File: src/rtl/down_counter_timer.sv
// Loadable down-counter timer with IDLE/RUN/PAUSE control and a registered terminal-count pulse.
// Latency: one clk edge from load/en to count_out/tc/busy; zero follows count_out combinationally.
// Backpressure: none; en gates counting and dropping it in RUN parks the timer in PAUSE.
// Optional feature: DOWN_COUNTER_TIMER_AUTO_RELOAD_EN enables periodic reload from reload_reg.
`timescale 1ns/1ps
module down_counter_timer #(
    parameter int WIDTH = 4
) (
    input  logic             clk,
    input  logic             reset,
    input  logic             load,
    input  logic [WIDTH-1:0] load_val,
    input  logic             en,
    output logic [WIDTH-1:0] count_out,
    output logic             zero,
    output logic             tc,
    output logic             busy
);

    localparam logic [1:0] IDLE  = 2'd0;
    localparam logic [1:0] RUN   = 2'd1;
    localparam logic [1:0] PAUSE = 2'd2;

    logic [1:0]       state;
    logic [1:0]       state_nxt;
    logic [WIDTH-1:0] count_nxt;
    logic             tc_nxt;

`ifdef DOWN_COUNTER_TIMER_AUTO_RELOAD_EN
    logic [WIDTH-1:0] reload_reg;

    always_ff @(posedge clk or negedge reset) begin
        if (!reset) begin
            reload_reg <= '0;
        end else if (load) begin
            reload_reg <= load_val;
        end
    end
`endif

    always_comb begin
        state_nxt = state;
        count_nxt = count_out;
        tc_nxt    = 1'b0;
        if (load) begin
            count_nxt = load_val;
            state_nxt = (load_val != '0) ? RUN : IDLE;
        end else begin
            case (state)
                RUN, PAUSE: begin
                    if (!en) begin
                        state_nxt = PAUSE;
                    end else if (count_out != '0) begin
                        count_nxt = count_out - WIDTH'(1);
                        state_nxt = RUN;
                        if (count_out == WIDTH'(1)) begin
                            tc_nxt = 1'b1;
`ifndef DOWN_COUNTER_TIMER_AUTO_RELOAD_EN
                            state_nxt = IDLE;
`endif
                        end
                    end else begin
`ifdef DOWN_COUNTER_TIMER_AUTO_RELOAD_EN
                        // Enabled edge after the tc cycle starts the next period.
                        count_nxt = reload_reg;
                        state_nxt = (reload_reg != '0) ? RUN : IDLE;
`else
                        state_nxt = IDLE;
`endif
                    end
                end
                default: begin
                    state_nxt = IDLE;
                end
            endcase
        end
    end

    always_ff @(posedge clk or negedge reset) begin
        if (!reset) begin
            state     <= IDLE;
            count_out <= '0;
            tc        <= 1'b0;
            busy      <= 1'b0;
        end else begin
            state     <= state_nxt;
            count_out <= count_nxt;
            tc        <= tc_nxt;
            busy      <= (state_nxt != IDLE);
        end
    end

    assign zero = (count_out == '0);

endmodule

File: config.mk
export PLATFORM = sky130hd
export DESIGN_NAME = down_counter_timer
export DESIGN_NICKNAME = d
export VERILOG_FILES = /design/src/rtl/down_counter_timer.sv
export SDC_FILE = /design/constraint.sdc
export NUM_CORES = 1
export LEC_CHECK = 0
export ABC_CLOCK_PERIOD_IN_PS = 3400
export CAP_MARGIN = 20
export CORE_AREA = 2 2 39 41
export CTS_CLUSTER_SIZE = 28
export DETAILED_ROUTE_END_ITERATION = 16
export DIE_AREA = 0 0 41 43
export DONT_BUFFER_PORTS = 1
export GPL_TIMING_DRIVEN = 0
export PLACE_DENSITY = 0.47
export SLEW_MARGIN = 40
export SYNTH_ARGS = -nofsm -noshare
export SYNTH_HDL_FRONTEND = slang
export SYNTH_SLANG_ARGS = --single-unit
File: constraint.sdc
create_clock -name clk -period 3.4 [get_ports clk]
set_input_delay 0.34 -clock clk [delete_from_list [all_inputs] [get_ports clk]]
set_output_delay 0.34 -clock clk [all_outputs]
set_load 0.01 [all_outputs]
==> results_dict.tcl <==
set metrics [dict create \
    vias 406 \
    htree_levels 1 \
    cts_buffers 3 \
    p_leak_nw 0.240 \
    clkPwrFrac_pct 29.8 \
    crit_required_ns 3.06 \
    wl_per_cell_um 17.6 \
    cp_max_fo 6 \
    cts_tree "built" \
    maxCapViolCount 0 \
    cts_root_buffer "clkbuf_4" \
    synth_top_area_cell "dfrtp_1" \
    place_hpwl_um 888 \
    use_met3_pct 7.85 \
    ys_warn_count 0 \
    power_mw 0.247 \
    setup_tns_ns 0 \
    syn_area_per_cell_um2 9.96 \
    rrSetupSlack_ns 1.59 \
    antennaDiodeCount 0 \
    ir_drop_uv 195 \
    synthArstFlopShare_pct 100 \
    max-clock-path-buffers 2 \
    report.final.hold_viol_count 0 \
    grtUsageTotal_pct 18.7 \
    ant_nets 0 \
    cp-end-kind "output pin" \
    numClockSinks 8 \
    syn_area_um2 478 \
    grt_pass1_vias 471 \
    setup.worst_path.start "count_out[0]" \
    hold-path-endpoint "count_out[1]" \
    maxSlewHeadroom_pct 63.9 \
    die_x_um 41 \
    power_density_nw_per_um2 465 \
    area_delta_synth_final_pct 11.0 \
    grt_overflow_total 0 \
    yosysSeqAreaShare_pct 41.9 \
    switching_share_pct 32.1 \
    arrival_ns 1.65 \
    insertion_delay_ns 0.25 \
    r2r-end "count_out[0]" \
    use_met1_pct 24.1 \
    worstMarginPinSlew_ns 0.534 \
    synth-seq-cells 8 \
    layout.nets 64 \
    setup_violations 0 \
    reg2reg_from "count_out[0]" \
    grt_pass1_wl_um 2170 \
    clkTransAtPathRegs_ns 0.05 \
    hold_depth 2 \
    syn_inst 48 \
    fmax_mhz 504 \
    viasPerCell 5.97 \
    finalWirelength_um 1200 \
    dieHeight_um 43 \
    busiest_layer "met1" \
    drt_iter0_drc 2 \
    portBuffers 0 \
    synth_nets 58 \
    hp-class "in2reg" \
    start_util_pct 34.5 \
    rows 14 \
    p_int_mw 0.168 \
    dr.pass1.iters 4 \
    synth.area.top_cells "dfrtp_1 42%, ha_1 5.2%, inv_1 4.7%" \
    drv_slew 0 \
    hold_path_startpoint "load_val[1]" \
    place_congestion 0.778 \
    rsz0062_at_grt "false" \
    antenna_found_initial 0 \
    cts_setup_buffers 0 \
    drc 0 \
    synth_cell_types 25 \
    final.min_clock_period_ns 1.99 \
    reg2reg_depth 6 \
    drive_gt1_share_pct 15.4 \
    status "completed" \
    synth_edf_count 0 \
    core_area_um2 1380 \
    timing.final.crit_share_pct 58.4 \
    num_io_pins 15 \
    worstSetupPathType "reg2out" \
    fin_skew_ns 0.00102 \
    start_kind "flip-flop" \
    synth.top_cell.area_share_pct 41.9 \
    p_switching_mw 0.0792 \
    grt_start_max_net_pins 11 \
    seqPwrFrac_pct 48.4 \
    ys.flop_type "dfrtp_1" \
    combPwrFrac_pct 21.7 \
    use_met2_pct 23.8 \
    dieArea_um2 1760 \
]
==> registers in the layout, summed over array words and instances, names as in the netlist <==
register and cells:
count_out 4, state 2, busy 1, tc 1
==> cell usage after synthesis (2+ instances only) <==
library cell  number
a311o_1            2
clkbuf_1           2
nor3b_1            2
inv_1              6
nand2_1            3
nand4_1            2
nand3_1            3
nor3_1             2
dfrtp_1            8
ha_1               2
a31oi_1            2
==> power groups by stage <==
stage,combinational (mW),clock [mW],sequential [mW]
4_1_cts,0.0539,0.0781,0.120
3_3_place_gp,0.0470,0,0.120
3_5_place_dp,0.0509,0,0.121
6_report,0.0537,0.0737,0.120
2_1_floorplan,0.0401,0,0.118
5_1_grt,0.0617,0.0855,0.121
==> routing by layer <==
metal,vias up,part of all wire [%]
met2,20,47
met5,-,0
met1,195,42
met4,0,2.1
met3,6,8.3
li1,185,-
==> cell usage in the layout (no fill, tap or decap), drive strengths merged <==
master       count
buf              1
nand4            2
o311ai           1
or3              1
nand2b           1
nand2            3
dfrtp            8
o31a             1
xnor2            1
inv              6
o31ai            1
nor3b            2
and3             1
dlygate4sd3      1
o41ai            1
nor3             2
ha               2
a31oi            2
clkbuf           5
a311o            2
xor2             1
and4             1
nand3            3
o21ai            1
a41o             1
or3b             1
==> logic make-up after synthesis <==
logic type,count (synthesis),synth area share [%]
DFF,8,41.9
xor gates and xnor gates,2,5.24
AOI/OAI and AO/OA,10,18.8
and+or+nand+nor,17,21.5
adders and majority gates,2,5.23
buffers and inverters,9,7.33
==> cell type report <==
type,count,area (um^2)
well taps,16,20.0
multi-input cells,31,243
fillers,144,853
clock buffers,3,22.5
plain buffers,3,12.5
repair buffers,1,10.0
inverters,6,22.5
flip-flops and latches,8,200
==> metrics by stage <==
stage	std cells	hold slack, ns	utilization, %	setup WS [ns]	area, um^2
2_1_floorplan	48	0.0444	-	1.71	478
3_3_place_gp	64	0.0446	36.0	1.63	498
3_5_place_dp	64	0.0446	36.0	1.59	498
4_1_cts	68	0.199	38.3	1.40	531
5_1_grt	68	0.216	38.3	1.30	531
6_report	68	0.206	38.3	1.41	531
==> how the worst max path moves through the flow <==
stage,end,slack [ns],depth (start not counted)
finish,zero,1.41,5
floorplan,count_out[0],1.71,6
global route,zero,1.30,5
CTS,zero,1.40,5
global placement,count_out[0],1.63,6
detailed placement,count_out[0],1.59,6
==> critical path, cell delays in order, from the launching register on <==
cell,delay (ns)
dfrtp_1,0.44
inv_1,0.12
ha_1,0.21
or3b_1,0.35
buf_2,0.17
inv_1,0.10
==> timing repair <==
item	in CTS	in global routing
endpoints found under the hold margin	8	0
gates resized for setup	0	0
hold buffers	1	0
No activity file was read; power rests on OpenSTA's default activity.
